<file path="config.mk">
export PLATFORM = sky130hd
export DESIGN_NAME = apb_slave_regs
export DESIGN_NICKNAME = d
export VERILOG_FILES = /design/src/rtl/apb_pkg.sv /design/src/rtl/apb_reg_bank.sv /design/src/rtl/apb_slave_regs.sv
export SDC_FILE = /design/constraint.sdc
export NUM_CORES = 1
export LEC_CHECK = 0
export ABC_CLOCK_PERIOD_IN_PS = 2800
export CAP_MARGIN = 15
export CORE_AREA = 2 2 149 188
export CTS_BUF_LIST = sky130_fd_sc_hd__clkbuf_16
export CTS_CLUSTER_SIZE = 12
export DETAILED_ROUTE_END_ITERATION = 10
export DIE_AREA = 0 0 151 190
export GPL_TIMING_DRIVEN = 0
export PLACE_DENSITY = 0.8
export RECOVER_POWER = 50
export SLEW_MARGIN = 10
export SYNTH_ARGS = -nofsm -noshare
export SYNTH_HDL_FRONTEND = slang
export SYNTH_SLANG_ARGS = --single-unit
</file>
<file path="constraint.sdc">
create_clock -name Pclk -period 2.8 [get_ports Pclk]
set_input_delay 0.56 -clock Pclk [delete_from_list [all_inputs] [get_ports Pclk]]
set_output_delay 0.56 -clock Pclk [all_outputs]
set_load 0.05 [all_outputs]
</file>
<file path="src/rtl/apb_pkg.sv">
// Shared APB definitions: bus widths, responder state encoding and a width helper.
package apb_pkg;

    localparam int APB_DW = 32;
    localparam int APB_AW = 32;

    typedef enum logic {
        IDLE   = 1'b0,
        ACCESS = 1'b1
    } apb_state_e;

    // Bit width needed to hold values below v, never less than one bit.
    function automatic int clog2_min1(input int v);
        return ($clog2(v) < 1) ? 1 : $clog2(v);
    endfunction

endpackage

</file>
<file path="src/rtl/apb_reg_bank.sv">
// Register array behind the APB responder: one 32-bit word per register, a
// one-cycle write strobe per register and a read mux indexed by the latched word index.
module apb_reg_bank
    import apb_pkg::*;
#(
    parameter int NREG  = 8,
    parameter int IDX_W = 3
) (
    input  logic                   clk,
    input  logic                   rst_n,
    input  logic                   we,
    input  logic [IDX_W-1:0]       idx,
    input  logic [APB_DW-1:0]      wdata,
    output logic [APB_DW-1:0]      rdata,
    output logic [NREG*APB_DW-1:0] reg_q,
    output logic [NREG-1:0]        wr_stb
);

    genvar gi;
    generate
        for (gi = 0; gi < NREG; gi++) begin : g_reg
            logic [APB_DW-1:0] word_q;
            logic              stb_q;
            logic              hit;

            assign hit = we && (idx == IDX_W'(gi));

            always_ff @(posedge clk or negedge rst_n) begin
                if (!rst_n) begin
                    word_q <= '0;
                    stb_q  <= 1'b0;
                end else begin
                    stb_q <= hit;
                    if (hit) begin
                        word_q <= wdata;
                    end
                end
            end

            assign reg_q[gi*APB_DW +: APB_DW] = word_q;
            assign wr_stb[gi]                 = stb_q;
        end
    endgenerate

    // Indices past the last register read as zero; the top flags them as errors anyway.
    always_comb begin
        rdata = '0;
        for (int i = 0; i < NREG; i++) begin
            if (idx == IDX_W'(i)) begin
                rdata = reg_q[i*APB_DW +: APB_DW];
            end
        end
    end

endmodule

</file>
<file path="src/rtl/apb_slave_regs.sv">
// APB responder for a bank of control/status registers with a fixed number of
// wait states; the transfer FSM, wait counter and address decode live here.
module apb_slave_regs
    import apb_pkg::*;
#(
    parameter int NREG     = 8,
    parameter int WAIT_CYC = 2,
    parameter int ADDR_LSB = 2
) (
    input  logic                   Pclk,
    input  logic                   Presetn,
    input  logic                   Psel,
    input  logic                   Penable,
    input  logic                   Pwrite,
    input  logic [APB_AW-1:0]      Paddr,
    input  logic [APB_DW-1:0]      Pdata,
    output logic [APB_DW-1:0]      Prdata,
    output logic                   Pready,
    output logic                   Pslverr,
    output logic [NREG*APB_DW-1:0] reg_q,
    output logic [NREG-1:0]        wr_stb
);

    localparam int IDX_W = clog2_min1(NREG);
    localparam int CNT_W = clog2_min1(WAIT_CYC + 1);
    localparam logic [CNT_W-1:0]  CNT_LOAD = CNT_W'(WAIT_CYC);
    localparam logic [APB_AW-1:0] LSB_MASK = APB_AW'((64'd1 << ADDR_LSB) - 64'd1);

    apb_state_e        state_q, state_d;
    logic [CNT_W-1:0]  cnt_q, cnt_d;
    logic [IDX_W-1:0]  idx_q, idx_d;
    logic              dir_q, dir_d;
    logic              err_q, err_d;

    logic [IDX_W-1:0]  setup_idx;
    logic [APB_AW-1:0] setup_word;
    logic              setup_err;
    logic              we;
    logic [APB_DW-1:0] bank_rdata;

    // The full word index catches both out-of-range indices and stray upper address bits.
    assign setup_idx  = Paddr[ADDR_LSB +: IDX_W];
    assign setup_word = Paddr >> ADDR_LSB;
    assign setup_err  = (|(Paddr & LSB_MASK)) || (setup_word >= APB_AW'(NREG));

    always_ff @(posedge Pclk or negedge Presetn) begin
        if (!Presetn) begin
            state_q <= IDLE;
            cnt_q   <= '0;
            idx_q   <= '0;
            dir_q   <= 1'b0;
            err_q   <= 1'b0;
        end else begin
            state_q <= state_d;
            cnt_q   <= cnt_d;
            idx_q   <= idx_d;
            dir_q   <= dir_d;
            err_q   <= err_d;
        end
    end

    always_comb begin
        state_d = state_q;
        cnt_d   = cnt_q;
        idx_d   = idx_q;
        dir_d   = dir_q;
        err_d   = err_q;
        case (state_q)
            IDLE: begin
                if (Psel && !Penable) begin
                    state_d = ACCESS;
                    cnt_d   = CNT_LOAD;
                    idx_d   = setup_idx;
                    dir_d   = Pwrite;
                    err_d   = setup_err;
                end
            end
            ACCESS: begin
                if (!Psel) begin
                    state_d = IDLE;
                end else if (cnt_q != '0) begin
                    cnt_d = cnt_q - 1'b1;
                end else begin
                    state_d = IDLE;
                end
            end
            default: state_d = IDLE;
        endcase
    end

    // A commit needs Psel still asserted in the ready cycle; a dropped select aborts.
    always_comb begin
        Pready  = (state_q == ACCESS) && (cnt_q == '0);
        Pslverr = Pready && err_q;
        we      = Pready && Psel && dir_q && !err_q;
        Prdata  = (Pready && !dir_q && !err_q) ? bank_rdata : '0;
    end

    apb_reg_bank #(
        .NREG  (NREG),
        .IDX_W (IDX_W)
    ) u_bank (
        .clk    (Pclk),
        .rst_n  (Presetn),
        .we     (we),
        .idx    (idx_q),
        .wdata  (Pdata),
        .rdata  (bank_rdata),
        .reg_q  (reg_q),
        .wr_stb (wr_stb)
    );

endmodule

</file>
Word level (Yosys, flattened, before mapping)
Index checks and enable logic that the tools add are counted.
- input bits: 69
- flip-flop bits (word level): 272
- logic and storage cells: 77
- output and inout port bits: 298
- add/sub/neg operators: 1
- multiplexer cells: 17
- reductions and logical operators: 26
- equal/unequal tests: 10
- bitwise logic cells: 1
- $lt $le $gt $ge: 1
- operators with widths (operator ; number):
    $mux 32 ; 9
    $ge 30x4->1 const B ; 1
    $logic_and 1x1->1 ; 16
    $eq 3x3->1 const B ; 4
    $eq 3x2->1 const B ; 2
    $mux 2 ; 3
    $ne 2x2->1 const B ; 2
    $pmux 2 s2 ; 1
    $eq 3x1->1 const B ; 1
    $logic_not 1->1 ; 3
    $logic_not 3->1 ; 1
    $mux 1 ; 3
    $reduce_and 3->1 ; 1
    $logic_not 2->1 ; 1
    $ne 2x1->1 const B ; 1
    $pmux 1 s2 ; 1
    $reduce_and 2->1 ; 1
    $reduce_bool 2->1 ; 1
    $reduce_or 2->1 ; 1
    $sub 2x1->2 const B ; 1
    $logic_or 1x1->1 ; 1
    $not 1->1 ; 1

Depth between registers and ports, before layout
Gate-level depths: netlist of the first run.
- depth after elaboration: 10
- mapped depth: 7

Hierarchy
A second synthesis of the first run with hierarchy kept.
- cells, all modules: 764
- area, all modules: 12488.2 um^2
- modules (own cells, without submodules) (module ; area each (um^2) ; sequential area each (um^2) ; times used ; cells an instance):
    apb_reg_bank ; 11802.6 ; 6606.3 ; 1 ; 684
    apb_slave_regs ; 685.7 ; 200.2 ; 1 ; 80

Worst setup path before layout of the first run
No wires, ideal clock.
- path type: register to output
- start point: register cnt_q[0]
- end point: output port Prdata[0]
- stages on the path, launching flop included: 7
- path slack: -1.493 ns
- arrival: 3.733 ns
- cells stage by stage: dfrtp_1 inv_1 ha_1 nand3b_4 or2_2 clkbuf_1 a2111oi_0
- word-level cells in the longest chain between the ends: 5
- RTL lines (item ; RTL line ; source):
    from (decl) ; apb_slave_regs.sv:30 ; logic [CNT_W-1:0] cnt_q, cnt_d;
    from (signal assigned) ; apb_slave_regs.sv:55 ; cnt_q <= cnt_d;
    $logic_not 2->1 ; apb_slave_regs.sv:93 ; Pready = (state_q == ACCESS) && (cnt_q == '0);
    $logic_and 1x1->1 ; apb_slave_regs.sv:93 ;
    $logic_and 1x1->1 (2 in a row) ; apb_slave_regs.sv:96 ; Prdata = (Pready && !dir_q && !err_q) ? bank_rdata : '0;
    $mux 32 ; apb_slave_regs.sv:96 ;
    to (decl) ; apb_slave_regs.sv:17 ; output logic [APB_DW-1:0] Prdata,
No other way between the ends.

Worst setup path after layout of the first run
- start point: register idx_q[0]
- end point: output port Prdata[15]
- word-level cells in the longest chain between the ends: 10
- RTL lines (item ; RTL line ; source):
    from (decl) ; apb_slave_regs.sv:31 ; logic [IDX_W-1:0] idx_q, idx_d;
    from (signal assigned) ; apb_slave_regs.sv:56 ; idx_q <= idx_d;
    $logic_not 3->1 ; apb_reg_bank.sv:49 ; if (idx == IDX_W'(i)) begin
    $mux 32 (7 in a row) ; apb_reg_bank.sv:49 ;
    $mux 32 (*) ; apb_reg_bank.sv:49 ;
    $mux 32 (*) ; apb_slave_regs.sv:96 ;
Every way passes the cells marked *; elsewhere a longest branch is shown, timed or not.

==> summary.txt, run 1 <==
Routing
  • Post-DRT Antenna Nets: 0
  • Initial DRT Pass Iterations: 6
  • Avg WL per Cell: 26.5 µm
  • Drt total wl: approximately 43000 µm
  • Drt via density: 5.74
  • Starting DRT DRC Count: 402
  • Vias: 9342
  • Residual DRC: 0

Timing
  • Min Tclk post-route: 2870 ps
  • FMAX: 348 MHz
  • # setup viols final: 30
  • Fin crit share: 1.03
  • Measured slew at the worst slew-check pin: 1860 ps
  • RSZ-0062 raised after global routing: true
  • Final Skew: between 8 and 9 ps
  • Hold Fails Final Rpt: 0
  • Max-Slew Margin vs Limit: -0.243
  • Final worst slack: -73.9 ps
  • Final Slew Violations: 74

Outcome
  • Failing checks: max-capacitance violations, max-slew violations, negative setup slack
  • Outcome: complete, but fails checks

Place
  • Gpl congestion: 0.826
  • Port bufs: 366
  • Final HPWL DP: 29500 µm
  • Area of placed instances: 17200 µm²

Cells and area
  • Design Area, Final: roughly 19000 µm²
  • Post-layout net count: approximately 1300
  • Share of layout cells above drive strength 1: 0.423
  • Most common cell after layout, fill and taps aside: clkdlybuf4s50_1
  • ANT cells: 0
  • Final-layout fill cell count: 1910
  • Most frequent cells in the layout: clkdlybuf4s50_1 (331), dfrtp_1 (272), mux2_2 (204), mux2_4 (87), nor2_1 (53)
  • Layout area overhead: 49.0%

Logic synthesis
  • Synth Warn #: 0
  • Syn Nets: around 920
  • Syn Std Cell Area: 12800 µm²
  • Seq cells post-synth: 272
  • Largest cells by area after synthesis: dfrtp_1 (53%), mux2_2 (18%), mux2_4 (10%)
  • Cell taking the most area after synthesis: dfrtp_1
  • Sequential share of the synthesized area: 0.534
  • Synth top area share: 0.534
  • Mapped Cells: ~850
  • Number of flops mapped to enable cells by yosys: 0
  • Yosys cell types: 38
  • Ys flop type: dfrtp_1
  • Avg Synthesized Cell Area: 15.1 µm²
  • Post-synth ARST share: 1.00

Floorplan
  • Ports: about 370
  • Die Y: 190 µm
  • Die area: around 29000 µm²
  • Row count: 68
  • Core ar.: roughly 27000 µm²
  • Initial Util: 0.471
  • Die span in x: around 150 µm

Clocking
  • CTS Buf Count: 29
  • Htree depth: 1
  • Root Driver: clkbuf_16
  • Latest clock arrival within the worst-skew pair: 540 ps
  • CTS tree: yes
  • Clock Sink Count: 272
  • Clock transition at path regs: 60 ps
  • Max Root-Sink Buffers: 3
  • CTS Hold Bufs: 0

Global route
  • Largest net degree at the start of global routing: between 100 and 150
  • Vias in the first global route: roughly 10000
  • Initial antenna violation count: 0
  • Grt total ovfl: 0
  • First-pass GRT wire length: 63600 µm
  • Gr usage total: 0.298

Worst setup path
  • CP max stage cell: a2111oi_4
  • Cells along the critical path: buf_6 -> buf_12 -> nand2b_4 -> buf_12 -> o22ai_1 -> a2111oi_4 -> buf_6
  • Max FO, Critical Path: 10
  • Critical path origin: idx_q[0]
  • Crit Path Category: register to primary output
  • Crit path arrival time: ~2300 ps
  • Startpoint types: register
  • Crit path max-delay family: buffers and inverters
  • Worst Path Required: 2240 ps
  • Buf+Inv Stages, Crit Path: 4
  • Critical Path Sink Type: primary output
  • Max stage delay on crit path: 420 ps
  • FF-to-FF Start: cnt_q[0]

Power and ir drop
  • Total power: 9.58 mW
  • P_leak: between 8 and 9 nW
  • Pwr dens: 504 nW/µm²
  • Max VDD drop: 498 µV

Job
  • Max-Cap Viols: 1

Hold path
  • Hold Crit Class: primary input to asynchronous set/reset pin
[cell type report]
cell class / instances / area, µm² / share of cell area
buffer: 69 / 876 / 0.0461
clock buffer: 29 / 726 / 0.0382
clock inverter: 19 / 106 / 0.00560
inverter: 7 / 26.3 / 0.00138
multi-input combinational: 497 / 6070 / 0.319
sequential: 272 / 6810 / 0.358
tap: 350 / 438 / 0.0230
timing repair buffer: 384 / 3950 / 0.208
[per-layer routing]
layer  vias up  track usage  wire length [µm]
met1      4886        0.368             16400
met2       391        0.505             21700
met4         0        0.104              1490
li1       3967            -                 -
met3        98       0.0789              3480
met5         -            0                 0
[synth_stat cells, drive strengths merged (2+ instances only)]
cell and n:
dfrtp 272, nor3 2, mux4 32, nor2 66, nand2 6, mux2 291
a2111oi 32, or4 3, o22ai 32, nor4 10, nand2b 5, o21ai 2
or2 3, clkbuf 14, buf 55, nand3 3, inv 7
[report_power, final]
group,internal (mW),switching [mW]
Sequential,3.99,0.0502
Clock,1.94,1.55
Combinational,0.811,1.23
Total,6.75,2.84
[sequential cells by signal, indices dropped and copies added (netlist names)]
register,flops
cnt_q,2
u_bank.g.stb_q,8
idx_q,3
u_bank.g.word_q,256
err_q,1
dir_q,1
state_q,1
[final timing paths]
kind / end / slack [ps] / cells after the start
max: Prdata[15] / -70 / 7
max reg2reg: u_bank.g_reg[3].word_q[5] / 170 / 7
max in group asynchronous: u_bank.g_reg[2].word_q[8] / 420 / 2
min in group Pclk: u_bank.g_reg[2].word_q[4] / 530 / 1
min: u_bank.g_reg[7].word_q[23] / 510 / 1
min reg2reg: u_bank.g_reg[2].word_q[4] / 530 / 1
[cell families after synthesis]
| kind of cell | share of synthesized area |
|---|---|
| buffers and inverters | 0.0433 |
| AOI/OAI and AO/OA | 0.0410 |
| muxes | 0.339 |
| DFF | 0.534 |
| adders and majority gates | 0.000981 |
| and+or+nand+nor | 0.0420 |
[stage by stage]
step                      instances  setup slack, ps   util  hold slack [ps]   TNS, ps
after CTS                      1620            -87.7  0.698             7.62     -1600
after detailed placement       1564            -1130  0.637              517    -44890
after floorplan                 845             -336      -              264     -7180
after global placement         1561           -10620  0.635              509  -2922610
final                          1627            -73.9  0.702              506      -808
after global routing           1627             -141  0.702              546     -2820
[what timing repair did]
action                                  CTS  global route
gates resized for setup                 373            22
pin swaps                                 5             4
setup buffers                             5             4
gates cloned                              3             3
endpoints found under the setup margin   34            32
Note: power is estimated with default switching activity, not from simulation.
==> inputs of run 2 (changes only) <==
--- a/config.mk
+++ b/config.mk
@@ -7,13 +7,14 @@
 export LEC_CHECK = 0
 export ABC_CLOCK_PERIOD_IN_PS = 2800
 export CAP_MARGIN = 15
-export CORE_AREA = 2 2 149 188
+export CORE_AREA = 2 2 134 169
 export CTS_BUF_LIST = sky130_fd_sc_hd__clkbuf_16
 export CTS_CLUSTER_SIZE = 12
 export DETAILED_ROUTE_END_ITERATION = 10
-export DIE_AREA = 0 0 151 190
+export DIE_AREA = 0 0 136 171
+export DONT_BUFFER_PORTS = 1
 export GPL_TIMING_DRIVEN = 0
-export PLACE_DENSITY = 0.8
+export PLACE_DENSITY = 0.75
 export RECOVER_POWER = 50
 export SLEW_MARGIN = 10
 export SYNTH_ARGS = -nofsm -noshare
==> run 2 against run 1 <==
The flow finishes with violations (negative hold slack, negative setup slack). Via count is 14% lower. Cell area is 20% lower. First-iteration DRC count is 17% higher. Critical path depth stayed put. Sequential power is 4% higher. Register-to-register slack worse by 60 ps. Wire length is 7.2% lower. Global-route usage is 3.7 points higher. Non-clock buffer count is 346 lower. Sequential share of layout area is 8.9 points higher. Combinational power is 17% lower. Power is 5.6% lower. Critical endpoint is now Prdata[3]. Largest cell class unchanged. Largest power group unchanged. Highest routed layer is now met5.
==> summary.txt, run 2 (same netlist as run 1, synthesis figures left out) <==
Outcome
  • Outcome: complete, but fails checks (unchanged)
  • Failing checks: negative hold slack, negative setup slack (was max-capacitance violations, max-slew violations, negative setup slack)

Cells and area
  • Biggest regs: u_bank.g.word_q (256), u_bank.g.stb_q (8), idx_q (3) (unchanged)
  • Footprint of the multi-input gates: 6070 µm² (about the same)
  • Share of layout cells above drive strength 1: 0.584 (was 0.423)
  • Final-layout fill cell count: 1390 (was 1910)
  • Final design utilization: 0.701 (was 0.702)
  • Biggest register: u_bank.g.word_q (unchanged)
  • Post-layout net count: 982 (was 1330)
  • Most common cell after layout, fill and taps aside: dfrtp_1 (was clkdlybuf4s50_1)
  • Most frequent cells in the layout: dfrtp_1 (251), mux2_2 (204), mux2_4 (87), nor2_1 (56), buf_4 (42) (was clkdlybuf4s50_1 (331), dfrtp_1 (272), mux2_2 (204), mux2_4 (87), nor2_1 (53))
  • Largest register FFs: 256 (unchanged)
  • Layout area overhead: 19.9% (was 49.0%)
  • ANT cells: 0 (unchanged)
  • Reg area: 6830 µm² (was 6810 µm²)
  • Design Area, Final: 15300 µm² (was 19000 µm²)
  • Cell Count, Final, Fillers Out: 1205 (was 1627)

Timing
  • Max-Slew Margin vs Limit: 0.337 (was -0.243)
  • FMAX: 320 MHz (was 348 MHz)
  • Measured slew at the worst slew-check pin: 994 ps (was 1860 ps)
  • Final Slew Violations: 0 (was 74)
  • # setup viols final: 32 (was 30)
  • Final hold slack: -271 ps (was 506 ps)
  • Setup TNS: -8590 ps (was -808 ps)
  • Final worst slack: -330 ps (was -73.9 ps)
  • Hold Fails Final Rpt: 272 (was 0)
  • Final Skew: 8.60 ps (was 8.88 ps)
  • RSZ-0062 raised after global routing: true (unchanged)
  • Min Tclk post-route: 3130 ps (was 2870 ps)
  • Fin crit share: 1.12 (was 1.03)

Global route
  • Largest net degree at the start of global routing: 273 (was 111)
  • First-pass GRT wire length: 57400 µm (was 63600 µm)
  • Initial antenna violation count: 1 (was 0)
  • Grt total ovfl: 0 (unchanged)
  • Gr usage total: 0.335 (was 0.298)
  • Vias in the first global route: 8853 (was 10125)

Place
  • Port bufs: 0 (was 366)
  • Area of placed instances: 13700 µm² (was 17200 µm²)
  • Final HPWL DP: 27200 µm (was 29500 µm)
  • Gpl congestion: 0.832 (was 0.826)
  • Worst slack at placement: -624 ps (was -1130 ps)
  • Placed cell count: 1128 (was 1564)

Routing
  • Starting DRT DRC Count: 470 (was 402)
  • Drt total wl: 40000 µm (was 43100 µm)
  • Residual DRC: 0 (unchanged)
  • Vias: 8062 (was 9342)
  • Post-DRT Antenna Nets: 0 (unchanged)
  • Drt via density: 6.69 (was 5.74)
  • Initial DRT Pass Iterations: 4 (was 6)
  • Avg WL per Cell: 33.2 µm (was 26.5 µm)

Worst setup path
  • Worst Path Required: 2240 ps (about the same)
  • Max stage delay on crit path: 760 ps (was 420 ps)
  • Startpoint types: register (unchanged)
  • Reg2Reg Capture Point: u_bank.g_reg[3].word_q[21] (was u_bank.g_reg[3].word_q[5])
  • CP max stage cell: a2111oi_4 (unchanged)
  • FF-to-FF Start: cnt_q[1] (was cnt_q[0])
  • Internal reg-to-reg setup slack: 110 ps (was 170 ps)
  • Max FO, Critical Path: 5 (was 10)
  • Critical path depth in cells: 7 (unchanged)
  • Crit Path Category: register to primary output (unchanged)
  • Critical Path Sink Type: primary output (unchanged)
  • Buf+Inv Stages, Crit Path: 3 (was 4)
  • R2R depth: 8 (was 7)
  • Cells along the critical path: inv_2 -> ha_4 -> nand3b_4 -> or2_4 -> buf_6 -> buf_12 -> a2111oi_4 (was buf_6 -> buf_12 -> nand2b_4 -> buf_12 -> o22ai_1 -> a2111oi_4 -> buf_6)
  • Crit path max-delay family: compound AO/OA/AOI/OAI gates (was buffers and inverters)
  • Crit path arrival time: 2570 ps (was 2310 ps)

Power and ir drop
  • Pwr dens: 592 nW/µm² (was 504 nW/µm²)
  • P_leak: 7.43 nW (was 8.80 nW)
  • Total power: 9.05 mW (was 9.58 mW)
  • Max VDD drop: 532 µV (was 498 µV)

Floorplan
  • Die span in x: 136 µm (was 151 µm)
  • Row count: 61 (was 68)
  • Die area: 23300 µm² (was 28700 µm²)
  • Die Y: 171 µm (was 190 µm)
  • Ports: 367 (unchanged)
  • Initial Util: 0.584 (was 0.471)
  • Core ar.: 21800 µm² (was 27100 µm²)

Clocking
  • Htree depth: 1 (unchanged)
  • Latest clock arrival within the worst-skew pair: 530 ps (was 540 ps)
  • Root Driver: clkbuf_16 (unchanged)
  • Clock transition at path regs: 70 ps (was 60 ps)
  • CTS tree: yes (unchanged)
  • Clock Sink Count: 272 (unchanged)
  • CTS Buf Count: 27 (was 29)
  • Max Root-Sink Buffers: 3 (unchanged)

Job
  • Max-Cap Viols: 0 (was 1)

Hold path
  • Hold Crit Class: primary input to asynchronous set/reset pin (unchanged)
-- run 2: cell types whose count changed in the layout (fill, tap and decap cells not counted), moves of 4 or more --
cell | previous run | this run
buf_12 | 18 | 22
buf_4 | 27 | 42
buf_6 | 42 | 20
clkbuf_16 | 38 | 33
clkdlybuf4s50_1 | 331 | 0
clkinv_2 | 4 | 0
dfrtp_1 | 272 | 251
dfrtp_2 | 0 | 21
-- run 2: worst max path at each step --
stage	from	endpoint	slack, ps
global route	cnt_q[1]	Prdata[1]	-410
CTS	cnt_q[1]	Prdata[24]	-400
global placement	idx_q[2]	Prdata[28]	-1160
detailed placement	idx_q[1]	Prdata[22]	-620
floorplan	idx_q[2]	Prdata[28]	-340
finish	cnt_q[1]	Prdata[3]	-330
-- run 2: routing by layer --
layer	part of all wire	global-route usage	vias to the layer above	wire length, µm
met3	0.10	0.127	89	4150
li1	-	-	3246	-
met5	0.00033	0	-	13
met4	0.030	0.108	2	1180
met2	0.51	0.582	420	20500
met1	0.35	0.381	4305	14100
-- run 2: final cells by class --
cell class | instances | area share
tap | 283 | 0.0232
clock inverter | 12 | 0.00295
timing repair buffer | 40 | 0.0272
multi-input combinational | 497 | 0.397
inverter | 7 | 0.00172
buffer | 67 | 0.0573
clock buffer | 27 | 0.0442
sequential | 272 | 0.447
-- run 2: power by group --
group	total, mW	leakage (nW)	internal (mW)	switching [mW]
logic	1.70	3.30	0.729	0.968
registers	4.19	3.74	3.99	0.199
clock network	3.16	0.382	1.71	1.45
-- run 2: timing repair --
action                                 4_1_cts  5_1_grt
setup endpoints to repair                   32       32
buffers inserted                            11       25
pin swaps                                   31       18
gates cloned                                 2        2
endpoints found under the hold margin      272      272
gates resized for setup                     85       67
==> inputs of run 3 (changes only) <==
--- a/config.mk
+++ b/config.mk
@@ -16,7 +16,7 @@
 export GPL_TIMING_DRIVEN = 0
 export PLACE_DENSITY = 0.75
 export RECOVER_POWER = 50
-export SLEW_MARGIN = 10
 export SYNTH_ARGS = -nofsm -noshare
 export SYNTH_HDL_FRONTEND = slang
 export SYNTH_SLANG_ARGS = --single-unit
+export TNS_END_PERCENT = 10
==> run 3 against run 2 <==
First-iteration DRC count grew 1.7%. Worst setup slack better by 120 ps. Via count increased by 2.8%. Highest routed layer is now met4. The flow still finishes with violations (negative hold slack, negative setup slack). Register-to-register slack hardly changed. Clock power hardly changed. Non-clock buffer count up 29. Die area unchanged. Power down 0.20%. Global-route usage down 0.40 points. Sequential power about the same. Fmax is 4.1% higher. Sequential share of layout area decreased by 0.64 points.
==> summary.txt, run 3 (same netlist as run 1, synthesis figures left out) <==
Global route
  • Grt total ovfl: 0 (unchanged)
  • Initial antenna violation count: 1 (unchanged)
  • Largest net degree at the start of global routing: 273 (unchanged)
  • Gr usage total: 0.331 (was 0.335)
  • Vias in the first global route: 8903 (was 8853)
  • First-pass GRT wire length: 56800 µm (was 57400 µm)

Clocking
  • Latest clock arrival within the worst-skew pair: 530 ps (about the same)
  • CTS tree: yes (unchanged)
  • Clock transition at path regs: 60 ps (was 70 ps)
  • CTS Buf Count: 27 (unchanged)
  • Max Root-Sink Buffers: 3 (unchanged)
  • Clock Sink Count: 272 (unchanged)
  • Htree depth: 1 (unchanged)
  • Root Driver: clkbuf_16 (unchanged)

Worst setup path
  • Reg2Reg Capture Point: u_bank.g_reg[7].word_q[27] (was u_bank.g_reg[3].word_q[21])
  • FF-to-FF Start: idx_q[0] (was cnt_q[1])
  • Internal reg-to-reg setup slack: 100 ps (was 110 ps)
  • Crit path arrival time: 2450 ps (was 2570 ps)
  • Max FO, Critical Path: 7 (was 5)
  • Critical Path Sink Type: primary output (unchanged)
  • R2R depth: 8 (unchanged)
  • Worst Path Required: 2240 ps (about the same)
  • Startpoint types: register (unchanged)
  • Crit Path Category: register to primary output (unchanged)

Place
  • Port bufs: 0 (unchanged)
  • Worst slack at placement: -757 ps (was -624 ps)
  • Placed cell count: 1156 (was 1128)
  • Final HPWL DP: 26500 µm (was 27200 µm)
  • Gpl congestion: 0.820 (was 0.832)
  • Area of placed instances: 13600 µm² (was 13700 µm²)

Cells and area
  • Share of layout cells above drive strength 1: 0.589 (was 0.584)
  • Cell Count, Final, Fillers Out: 1234 (was 1205)
  • Design Area, Final: 15500 µm² (was 15300 µm²)
  • Post-layout net count: 1011 (was 982)
  • Largest register FFs: 256 (unchanged)
  • Final-layout fill cell count: 1422 (was 1390)
  • Most common cell after layout, fill and taps aside: dfrtp_1 (unchanged)
  • Footprint of the multi-input gates: 6040 µm² (was 6070 µm²)
  • Biggest register: u_bank.g.word_q (unchanged)
  • Most frequent cells in the layout: dfrtp_1 (248), mux2_2 (204), mux2_4 (87), nor2_1 (60), buf_4 (44) (was dfrtp_1 (251), mux2_2 (204), mux2_4 (87), nor2_1 (56), buf_4 (42))
  • Layout area overhead: 21.7% (was 19.9%)
  • Reg area: 6840 µm² (was 6830 µm²)
  • Final design utilization: 0.711 (was 0.701)
  • Biggest regs: u_bank.g.word_q (256), u_bank.g.stb_q (8), idx_q (3) (unchanged)

Timing
  • Fin crit share: 1.07 (was 1.12)
  • Final Slew Violations: 0 (unchanged)
  • # setup viols final: 32 (unchanged)
  • RSZ-0062 raised after global routing: true (unchanged)
  • Final Skew: 17.5 ps (was 8.60 ps)
  • Final hold slack: -268 ps (was -271 ps)
  • Measured slew at the worst slew-check pin: 982 ps (was 994 ps)
  • Setup TNS: -2770 ps (was -8590 ps)
  • Hold Fails Final Rpt: 272 (unchanged)
  • Final worst slack: -207 ps (was -330 ps)
  • Min Tclk post-route: 3010 ps (was 3130 ps)
  • FMAX: 333 MHz (was 320 MHz)
  • Max-Slew Margin vs Limit: 0.344 (was 0.337)

Routing
  • Residual DRC: 0 (unchanged)
  • Vias: 8286 (was 8062)
  • Initial DRT Pass Iterations: 4 (unchanged)
  • Drt via density: 6.71 (was 6.69)
  • Post-DRT Antenna Nets: 0 (unchanged)
  • Starting DRT DRC Count: 478 (was 470)
  • Avg WL per Cell: 32.3 µm (was 33.2 µm)
  • Drt total wl: 39900 µm (was 40000 µm)

Job
  • Max-Cap Viols: 0 (unchanged)

Power and ir drop
  • Max VDD drop: 610 µV (was 532 µV)
  • P_leak: 7.55 nW (was 7.43 nW)
  • Pwr dens: 582 nW/µm² (was 592 nW/µm²)

Outcome
  • Failing checks: negative hold slack, negative setup slack (unchanged)
  • Outcome: complete, but fails checks (unchanged)

Floorplan
  • Die Y: 171 µm (unchanged)
  • Core ar.: 21800 µm² (unchanged)
  • Ports: 367 (unchanged)
  • Row count: 61 (unchanged)
  • Initial Util: 0.584 (unchanged)
  • Die area: 23300 µm² (unchanged)
  • Die span in x: 136 µm (unchanged)

Hold path
  • Hold Crit Class: primary input to asynchronous set/reset pin (unchanged)
run 3: cell count changes in the layout (fill, tap and decap cells not counted), sizes merged:
cell,previous run,this run
buf,97,115
clkbuf,37,48
diode,0,1
inv,15,14
run 3: how the worst max path moves through the flow:
stage                        start    endpoint  slack [ps]  depth (start not counted)
after CTS                 cnt_q[0]   Prdata[4]        -250                          6
final                     idx_q[0]   Prdata[0]        -210                          7
after global routing      idx_q[0]   Prdata[4]        -230                          5
after global placement    idx_q[2]  Prdata[28]       -1100                          6
after floorplan           idx_q[2]  Prdata[28]        -340                          6
after detailed placement  idx_q[2]  Prdata[28]        -760                          6
run 3: area by class of cell:
cell class                      count  area share
Antenna cell                        1    0.000161
Buffer                             69      0.0573
Clock buffer                       27      0.0435
Clock inverter                     11     0.00274
Inverter                            7     0.00169
Multi-Input combinational cell    497       0.389
Sequential cell                   272       0.440
Tap cell                          283      0.0228
Timing Repair Buffer               67      0.0422
run 3: per-stage QoR:
stage               hold WS (ps)  power (mW)
finish                      -268        9.03
global route                -280        9.25
CTS                         -282        8.92
detailed placement           270        5.37
global placement             270        5.31
floorplan                    264        5.00
run 3: repair_timing:
item                                    in CTS  in global routing
endpoints found under the setup margin      32                 32
endpoints found under the hold margin      272                272
setup buffers                               24                 13
gates resized for setup                    175                 26
pin swaps                                   14                 10
gates cloned                                 0                  2
run 3: critical path, cell delays in order, from the launching register on:
cell and delay (ps):
dfrtp_1 370, buf_6 160, buf_12 140, buf_4 130, mux4_2 320, nor2_1 50, a2111oi_2 470, buf_4 280
run 3: report_power, final:
group / leakage (nW) / internal [mW] / switching, mW
clock network: 0.379 / 1.70 / 1.44
registers: 3.74 / 3.99 / 0.187
logic: 3.44 / 0.718 / 0.987
total: 7.55 / 6.41 / 2.62
run 3: per-layer routing:
metal  GRT usage  vias to the layer above  wire [µm]
met5           0                        -          0
li1            -                     3316          -
met3       0.122                       94       4330
met4       0.120                        0       1330
met2       0.563                      500      20100
met1       0.384                     4376      14100
==> RTL edit, RTL diff (config.mk and constraints of run 1) <==
Put a register stage on the output `Pslverr`. The value now appears one clock later. The other outputs are not delayed to match.
--- a/src/rtl/apb_slave_regs.sv
+++ b/src/rtl/apb_slave_regs.sv
@@ -26,4 +26,6 @@
     localparam logic [CNT_W-1:0]  CNT_LOAD = CNT_W'(WAIT_CYC);
     localparam logic [APB_AW-1:0] LSB_MASK = APB_AW'((64'd1 << ADDR_LSB) - 64'd1);
+
+    logic Pslverr_d;
 
     apb_state_e        state_q, state_d;
@@ -92,5 +94,5 @@
     always_comb begin
         Pready  = (state_q == ACCESS) && (cnt_q == '0);
-        Pslverr = Pready && err_q;
+        Pslverr_d = Pready && err_q;
         we      = Pready && Psel && dir_q && !err_q;
         Prdata  = (Pready && !dir_q && !err_q) ? bank_rdata : '0;
@@ -111,4 +113,8 @@
     );
 
+    always_ff @(posedge Pclk) begin
+        Pslverr <= Pslverr_d;
+    end
+
 endmodule
 
Behaviour: not the same (a bounded check fails within 4 cycles, from zero or initial values and one cycle with Presetn low).
==> RTL edit against run 1 <==
Die area did not move. Clock power fell by 5%. Critical path depth did not move. Routed wire length fell by 1.2%. Final area fell by 0.31%. Global-route usage barely moved. Critical path type unchanged. Synthesized cell count rose by 0.12%. Sequential cell count rose by 1. Total power fell by 1.4%. Synthesized area rose by 0.16%. Largest power group unchanged. The flow still finishes with violations (max-capacitance violations, max-slew violations, negative setup slack). Setup slack improved by 0.060 ns.
==> RTL edit: results <==
set metrics [dict create \
    status "finished with violations" \
    violations "max-capacitance violations, max-slew violations, negative setup slack" \
    first_global_vias 9983 \
    cpMaxStageDelayCell "dfrtp_1" \
    leakagePower_nw 8.77 \
    setup_viol 5 \
    layout.nets 1327 \
    syn_nets 916 \
    wl_met3_mm 3.22 \
    met3_usage_pct 7.19 \
    grt_max_degree 105 \
    async_reset_ff_share_pct 99.6 \
    cp_max_fo 7 \
    hold_class "reg2reg" \
    drive_gt1_share_pct 42.5 \
    setup_ws_ns -0.0141 \
    rrSetupSlack_ns 0.09 \
    cts_buffers 28 \
    use_met1_pct 37.2 \
    r2r_start "cnt_q[1]" \
    gr-usage-met2_pct 51.0 \
    r2r-end "u_bank.g_reg[2].word_q[8]" \
    met2_length_mm 21.5 \
    maxSlewViolCount 76 \
    place.gp.congestion 0.799 \
    skew_ns 0.00984 \
    critPathArrivalTime_ns 2.25 \
    cap_violations 1 \
    fillerInstances 1824 \
    wl_mm 42.6 \
    synthMuxAreaShare_pct 33.9 \
    dp_hpwl_mm 29.2 \
    hold-worst-slack_ns 0.529 \
    synth_cell_types 39 \
]
-- RTL edit: cell families after synthesis --
group | count (synthesis)
compound gates | 70
fa+ha+maj | 1
buf+inv | 76
flops | 273
mux | 323
simple gates | 103
-- RTL edit: through the flow --
step / util, % / worst slack [ns] / total power [mW]
final: 70.0 / -0.0141 / 9.45
after global routing: 70.0 / -0.0831 / 9.79
after CTS: 69.4 / -0.0412 / 9.43
after detailed placement: 63.7 / -1.17 / 5.71
after global placement: 63.5 / -10.51 / 5.67
after floorplan: - / -0.336 / 5.05
-- RTL edit: cell type report --
type / count / area [sq um] / area share [%]
tap: 350 / 438 / 2.31
clock inverter: 15 / 61.3 / 0.324
timing repair buffer: 381 / 3850 / 20.3
multi-input combinational: 497 / 6090 / 32.1
inverter: 7 / 26.3 / 0.139
sequential: 273 / 6830 / 36.0
clock buffer: 29 / 726 / 3.83
buffer: 69 / 925 / 4.88
-- RTL edit: power groups by stage --
stage,Clock (mW),Combinational (mW),Sequential (mW)
finish,3.34,2.05,4.06
global route,3.56,2.16,4.07
CTS,3.39,1.98,4.06
detailed placement,0,1.58,4.13
global placement,0,1.55,4.13
floorplan,0,0.800,4.25
-- RTL edit: how the worst max path moves through the flow --
stage	endpoint	slack, ns	cells after the start
after floorplan	Prdata[28]	-0.34	6
after global placement	u_bank.g_reg[4].word_q[22]	-10.51	1
after detailed placement	Prdata[28]	-1.17	7
after CTS	Prdata[31]	-0.04	7
after global routing	Prdata[30]	-0.08	7
final	Prdata[30]	-0.01	7
-- RTL edit: what timing repair did --
item                       in CTS  in global routing
setup endpoints to repair      33                 33
resized for setup             369                 37
pin swaps                      18                  8
gates cloned                    1                  2
setup buffers                   8                  2
